--- src/rtl/bram_table_loader.sv ---
// bram_table_loader
//   Writer side of a masked S-box table BRAM. Streams DEPTH table bytes into
//   one write-enabled BRAM port (entries 0..DEPTH-1). It then reads every
//   entry back through the same port and compares the read-back sum/xor with
//   the write-side sum/xor. The result is a one-cycle done pulse or a sticky
//   error.
//
// Ports
//   clk, rst_n      clock, async active-low reset
//   start           begin a load (sampled in IDLE/DONE/ERROR only)
//   in_data/valid   table byte stream, entry order 0..DEPTH-1
//   in_ready        loader accepts a beat this cycle
//   bram_en/we      BRAM port enable / write enable
//   bram_addr/di    BRAM port address / write data
//   bram_do         BRAM read data, valid RD_LAT cycles after its address
//   busy            WRITE or VERIFY in progress
//   done            one-cycle pulse, verify passed
//   error           sticky verify mismatch, cleared by the next start
module bram_table_loader #(
  parameter int ADDR_W = 10,
  parameter int DATA_W = 8,
  parameter int DEPTH  = 1024,
  parameter int RD_LAT = 2
) (
  input  logic              clk,
  input  logic              rst_n,
  input  logic              start,
  input  logic [DATA_W-1:0] in_data,
  input  logic              in_valid,
  output logic              in_ready,
  output logic              bram_en,
  output logic              bram_we,
  output logic [ADDR_W-1:0] bram_addr,
  output logic [DATA_W-1:0] bram_di,
  input  logic [DATA_W-1:0] bram_do,
  output logic              busy,
  output logic              done,
  output logic              error
);

  // One extra bit so counters reach DEPTH without wrapping.
  localparam int CW = $clog2(DEPTH + 1);
  localparam logic [CW-1:0] LAST = CW'(DEPTH - 1);
  localparam logic [CW-1:0] FULL = CW'(DEPTH);
  localparam logic [CW-1:0] ONE  = CW'(1);

  typedef enum logic [2:0] {IDLE, WRITE, VERIFY, DONE, ERROR} st_t;

  st_t               st;
  logic [CW-1:0]     wcnt, rcnt, ccnt;
  logic [15:0]       wsum, rsum;
  logic [DATA_W-1:0] wxor, rxor;
  // vld_pipe[0] is high while a read address is on the port. vld_pipe[RD_LAT]
  // is high in the cycle its data is on bram_do.
  logic [RD_LAT:0]   vld_pipe;
  logic              cmp;      // compare cycle: all captures accumulated
  logic              acc;
  logic              rd_go;

  assign acc   = in_valid & in_ready;
  assign rd_go = (st == VERIFY) && (rcnt != FULL);

  always_ff @(posedge clk or negedge rst_n) begin
    if (!rst_n) begin
      st        <= IDLE;
      in_ready  <= 1'b0;
      bram_en   <= 1'b0;
      bram_we   <= 1'b0;
      bram_addr <= '0;
      bram_di   <= '0;
      busy      <= 1'b0;
      done      <= 1'b0;
      error     <= 1'b0;
      wcnt      <= '0;
      rcnt      <= '0;
      ccnt      <= '0;
      wsum      <= '0;
      rsum      <= '0;
      wxor      <= '0;
      rxor      <= '0;
      vld_pipe  <= '0;
      cmp       <= 1'b0;
    end else begin
      done     <= 1'b0;
      bram_en  <= 1'b0;
      bram_we  <= 1'b0;
      vld_pipe <= {vld_pipe[RD_LAT-1:0], rd_go};

      if (vld_pipe[RD_LAT]) begin
        rsum <= rsum + 16'(bram_do);
        rxor <= rxor ^ bram_do;
        ccnt <= ccnt + ONE;
        if (ccnt == LAST) cmp <= 1'b1;
      end

      case (st)
        IDLE, DONE, ERROR: begin
          if (start) begin
            st       <= WRITE;
            in_ready <= 1'b1;
            busy     <= 1'b1;
            error    <= 1'b0;
            wcnt     <= '0;
            rcnt     <= '0;
            ccnt     <= '0;
            wsum     <= '0;
            rsum     <= '0;
            wxor     <= '0;
            rxor     <= '0;
            vld_pipe <= '0;
            cmp      <= 1'b0;
          end else if (st == DONE) begin
            st <= IDLE;
          end
        end

        WRITE: begin
          if (acc) begin
            bram_en   <= 1'b1;
            bram_we   <= 1'b1;
            bram_addr <= ADDR_W'(wcnt);
            bram_di   <= in_data;
            wcnt      <= wcnt + ONE;
            wsum      <= wsum + 16'(in_data);
            wxor      <= wxor ^ in_data;
            if (wcnt == LAST) begin
              in_ready <= 1'b0;
              st       <= VERIFY;
            end
          end
        end

        VERIFY: begin
          if (rd_go) begin
            bram_en   <= 1'b1;
            bram_addr <= ADDR_W'(rcnt);
            rcnt      <= rcnt + ONE;
          end
          if (cmp) begin
            cmp  <= 1'b0;
            busy <= 1'b0;
            if (rsum == wsum && rxor == wxor) begin
              st   <= DONE;
              done <= 1'b1;
            end else begin
              st    <= ERROR;
              error <= 1'b1;
            end
          end
        end

        default: st <= IDLE;
      endcase
    end
  end

endmodule

--- config.mk ---
export PLATFORM = sky130hd
export DESIGN_NAME = bram_table_loader
export DESIGN_NICKNAME = d
export VERILOG_FILES = /design/src/rtl/bram_table_loader.sv
export SDC_FILE = /design/constraint.sdc
export NUM_CORES = 1
export LEC_CHECK = 0
export BUFFER_PORTS_ARGS = -buffer_cell sky130_fd_sc_hd__buf_4
export CELL_PAD_IN_SITES_DETAIL_PLACEMENT = 0
export CELL_PAD_IN_SITES_GLOBAL_PLACEMENT = 1
export CORE_AREA = 2 2 118 120
export CTS_BUF_LIST = sky130_fd_sc_hd__clkbuf_4 sky130_fd_sc_hd__clkbuf_8
export DETAILED_ROUTE_END_ITERATION = 8
export DIE_AREA = 0 0 120 122
export GPL_TIMING_DRIVEN = 0
export PLACE_DENSITY = 0.83
export SYNTH_ARGS = -nofsm -noshare
export SYNTH_HDL_FRONTEND = slang
export SYNTH_SLANG_ARGS = --single-unit
--- constraint.sdc ---
create_clock -name clk -period 2.8 [get_ports clk]
set_clock_uncertainty 0.2 [all_clocks]
set_input_delay 0.14 -clock clk [delete_from_list [all_inputs] [get_ports clk]]
set_output_delay 0.14 -clock clk [all_outputs]
set_load 0.05 [all_outputs]
* After elaboration in Yosys (flattened, before gate mapping) *
Index checks and enable logic that the tools add are counted.

storage, ports and cells
  bits in registers = 112
  input bits = 20
  output and inout bits = 24
  logic and storage cells = 111

cells by class
  add/sub/neg operators = 5
  equality and inequality tests = 16
  mux-type cells = 54
  bitwise logic cells = 3
  reduce and logical (&&, ||, !) cells = 15

operator list
  kind                     number
  $mux W16                 5
  $mux W11                 6
  $pmux W11 S2             2
  $mux W8                  5
  $add A11 B1 Y11 const B  3
  $add A16 B8 Y16          2
  $pmux W16 S2             1
  $mux W3                  8
  $eq A11 B10 Y1 const B   2
  $mux W10                 2
  $pmux W10 S2             1
  $mux W1                  17
  $eq A16 B16 Y1           1
  $pmux W8 S2              1
  $xor A8 B8 Y8            2
  $ne A2 B2 Y1 const B     6
  $reduce_and A3 Y1        4
  $reduce_and A4 Y1        3
  $ne A11 B11 Y1 const B   1
  $pmux W1 S2              5
  $pmux W3 S3              1
  $eq A8 B8 Y1             1
  $eq A3 B2 Y1 const B     2
  $reduce_bool A2 Y1       3
  other kinds (8)          9

* Depth between registers and ports, before layout *
  word-level depth = 5
  gate-level depth with buffers = 8
  gate-level depth less buffers = 7

* Worst setup path after synthesis *
Ideal clock, no wire load.

  kind = flip-flop to flip-flop
  start = register in_ready
  end = register wsum[11]
  setup time = 128 ps
  arrival = 1931 ps
  data required time = 2472 ps
  slack = 542 ps
  stages on the path, launching flop included = 7
  path buffers = 1
  clock period less this slack = 2258 ps
  path through = dfrtp_1 -> nand4b_1 -> or2_0 -> buf_2 -> a211o_1 -> a21oi_1 -> mux2_1

between the ends
  word-level cells in the longest chain between the ends = 3

RTL lines
  what                         line  text
  start: declaration           30    output logic in_ready,
  start signal: assignment     66    in_ready <= 1'b0;
  start signal: assignment     100   in_ready <= 1'b1;
  start signal: assignment     127   in_ready <= 1'b0;
  $and A1 B1 Y1                60    assign acc = in_valid & in_ready;
  $ne A2 B2 Y1 (no line)       -
  $reduce_and A3 Y1 (no line)  -
  end signal: assignment       124   wsum <= wsum + 16'(in_data);
  end: declaration             51    logic [15:0] wsum, rsum;

No other way between the ends.
A chain may end at the register's enable or synchronous reset.

* Worst setup path in the final report *
  start = register wsum[0]
  end = register wsum[8]

between the ends
  word-level cells in the longest chain between the ends = 3

RTL lines
  what             line  text
  $add A16 B8 Y16  124
  $mux W16         118   if (acc) begin
  $pmux W16 S2     96    case (st)

No other way between the ends. The select of a mux whose other input is x is not followed.

==> flow_summary.yaml <==
run_status:
  status: "finished, final reports clean"
clock_tree:
  htree_levels: 3
  clk_pin_slew_ns: 0.10
  numCtsBuffers: 9
  clockBufferDepth: 2
  cts_tree: "yes"
  cts_setup_buffers: 0
  hold_buffers: 18
  cts_resized: 0
  clkSinkCount: 112
  root_buffer: "clkbuf_8"
  clock_latency_ns: 0.39
sta:
  rsz0062_at_grt: "no"
  fin_tns_setup_ns: 0
  max_freq_mhz: 402
  finalSetupViolations: 0
  tightest_slew_ns: 0.670
  finalHoldViolCount: 0
  timing.slew.headroom_pct: 55.3
  slew_violations: 0
  fin_crit_ns: 2.49
  fin_crit_sh_pct: 88.9
  hold_ws_ns: 0.0173
worst_setup_path:
  crit_path_end: "wsum[8]$_DFFE_PN0P_"
  cp_max_fo: 7
  reg2reg_slack_ns: 0.31
  setup.worst_path.start: "wsum[0]$_DFFE_PN0P_"
  required_ns: 2.86
  r2r-end: "wsum[8]$_DFFE_PN0P_"
  crit_type: "reg2reg"
  worstSetupEndpointType: "register"
  reg2reg_depth: 7
  start_kind: "register"
  worstReg2RegStart: "wsum[0]$_DFFE_PN0P_"
  worstPathArrival_ns: 2.54
logic_synthesis:
  yosys.area_share.adder_pct: 4.89
  yosysWarningCount: 0
  syn-num-nets: 663
  synth.distinct_cells: 50
  seq_area_frac_synth_pct: 47.2
  synthFlopType: "dfrtp_1"
  synth-xor-area-share_pct: 11.2
  synth_compound_area_share_pct: 12.0
  synth_mux_area_share_pct: 3.22
  synth_largest_area_cell: "dfrtp_1"
  postSynth.asyncResetShare_pct: 100
  synthCells: 621
  netlist_top_cells_area: "dfrtp_1 47%, xor2_1 6.0%, xnor2_1 5.2%"
  yosys.area_share.simple_pct: 19.1
  synth.avg_cell_area_um2: 9.57
  synth_edf_count: 0
  synth-seq-cells: 112
  synth_top_family_by_area: "simple AND/OR/NAND/NOR gates"
  synth.top_cell.area_share_pct: 47.2
  syn_area_um2: 5940
cells_and_area:
  drive_gt1_share_pct: 10.3
  diodes: 0
  area_growth_pct: 15.6
  num-fill-cells: 1271
  final_cells: 878
  postLayoutCoreUtil_pct: 50.9
  final_common_cell: "dfrtp_1"
  final_cell_mix: "112 x dfrtp_1, 73 x nand2_1, 68 x nor2_1"
  multi_input_area_um2: 2990
  seq_area_um2: 2800
  final_nets: 735
hold_path:
  holdCritPathClass: "in2async"
routing:
  route.antenna.remaining_nets: 0
  drt_wl_total_mm: 14.3
  drt_iter0_markers: 318
  wl_per_cell_um: 16.3
  viasPerCell: 5.47
  first_pass_iters: 4
  num_vias: 4801
  drc_errors: 0
global_route:
  grt_pass1_vias: 4839
  grt_pass1_wl_mm: 24.3
  grt_antenna_before_repair: 0
  track_usage_pct: 21.0
  grt_max_degree: 73
  gr-total-overflow: 0
pwr:
  p_per_area_nw_per_um2: 391
  power_mw: 2.69
  vdd_ir_drop_max_v: 0.000351
  power.leakage_nw: 3.05
die:
  core_um2: 13500
  die-area_um2: 14600
  row_count: 43
  die_h_um: 122
  ios: 44
  fp.dieW_um: 120
  initial_utilization_pct: 44.0
run:
  maxCapViolCount: 0
place:
  numPortBuffers: 42
  hpwl_mm: 10.5
  gp_routability_congestion: 0.845
  dpl.cell_count: 844
## where the power goes
part	internal, mW	switching (mW)
registers	1.62	0.00984
logic	0.0656	0.0844
clock network	0.335	0.569
## registers in the layout (all words and copies together), names as in the netlist
name	flops
bram_addr	10
bram_di	8
bram_en	1
bram_we	1
busy	1
ccnt	11
cmp	1
done	1
error	1
in_ready	1
rcnt	11
rsum	16
rxor	8
st	3
vld_pipe	3
wcnt	11
wsum	16
wxor	8
## stage by stage
stage               worst slack [ns]  instance area (µm²)
floorplan                      0.542                 5940
global route                  0.0938                 6870
finish                         0.311                 6870
CTS                            0.318                 6870
global placement               0.344                 6480
detailed placement             0.343                 6510
## cell families (layout without fill, tap and decap cells)
logic type	count (synthesis)	after routing
buffers and inverters	36	113
DFF	112	112
adders and majority gates	22	22
muxes	19	19
and+or+nand+nor	242	242
AOI/OAI and AO/OA	114	114
xor gates and xnor gates	76	76
## cells in the mapped netlist, types with 3 or more instances
cell       count
xnor2_1       35
nor3_1         6
mux2i_1       18
o21ai_0       39
a211oi_1      12
clkbuf_1       9
a21o_1         7
nand2_1       73
buf_2          9
buf_1          5
o21a_1         5
o21ai_1        3
nor2b_1        5
nand3_1       38
nor2_1        68
or4_1          3
ha_1          20
o21bai_1       4
or3_1          6
inv_1         12
dfrtp_1      112
and3_1         5
o31ai_1        3
and2_1         5
a2111oi_0      4
and2b_1        3
a21oi_1       23
a31oi_1        3
nor4_1         7
nand4_1       14
xor2_1        41
## worst min path at each step
stage          startpoint                        to  slack [ns]  cells past startpoint
3_5_place_dp        rst_n         rsum[1]$_DFF_PN0_       -0.12                      1
4_1_cts             rst_n         rsum[1]$_DFF_PN0_        0.02                      2
5_1_grt             rst_n         rsum[1]$_DFF_PN0_        0.03                      2
6_report            rst_n         rsum[1]$_DFF_PN0_        0.02                      2
2_1_floorplan       rst_n  bram_addr[0]$_DFFE_PN0P_       -0.36                      0
3_3_place_gp   in_data[0]    bram_di[0]$_DFFE_PN0P_        0.19                      3
## critical path: stages (launching register included)
cell and delay [ns]:
dfrtp_1 0.46, ha_1 0.25, fa_1 0.44, a211oi_1 0.37, o21ai_0 0.17, nand3_1 0.24
xor2_1 0.18, nor2_1 0.05
## cell type report
type                            count  area share, %
Buffer                             23           1.42
Clock buffer                       10           1.91
Clock inverter                      6          0.674
Inverter                           13          0.710
Multi-Input combinational cell    473           43.5
Sequential cell                   112           40.8
Tap cell                          180           3.28
Timing Repair Buffer               61           7.67
## layer usage
layer,GRT usage (%),part of all wire (%)
met5,0,0
met4,4.56,0.98
met3,4.78,4.1
met2,35.9,49
met1,27.3,46
(Power assumes the default switching activity.)
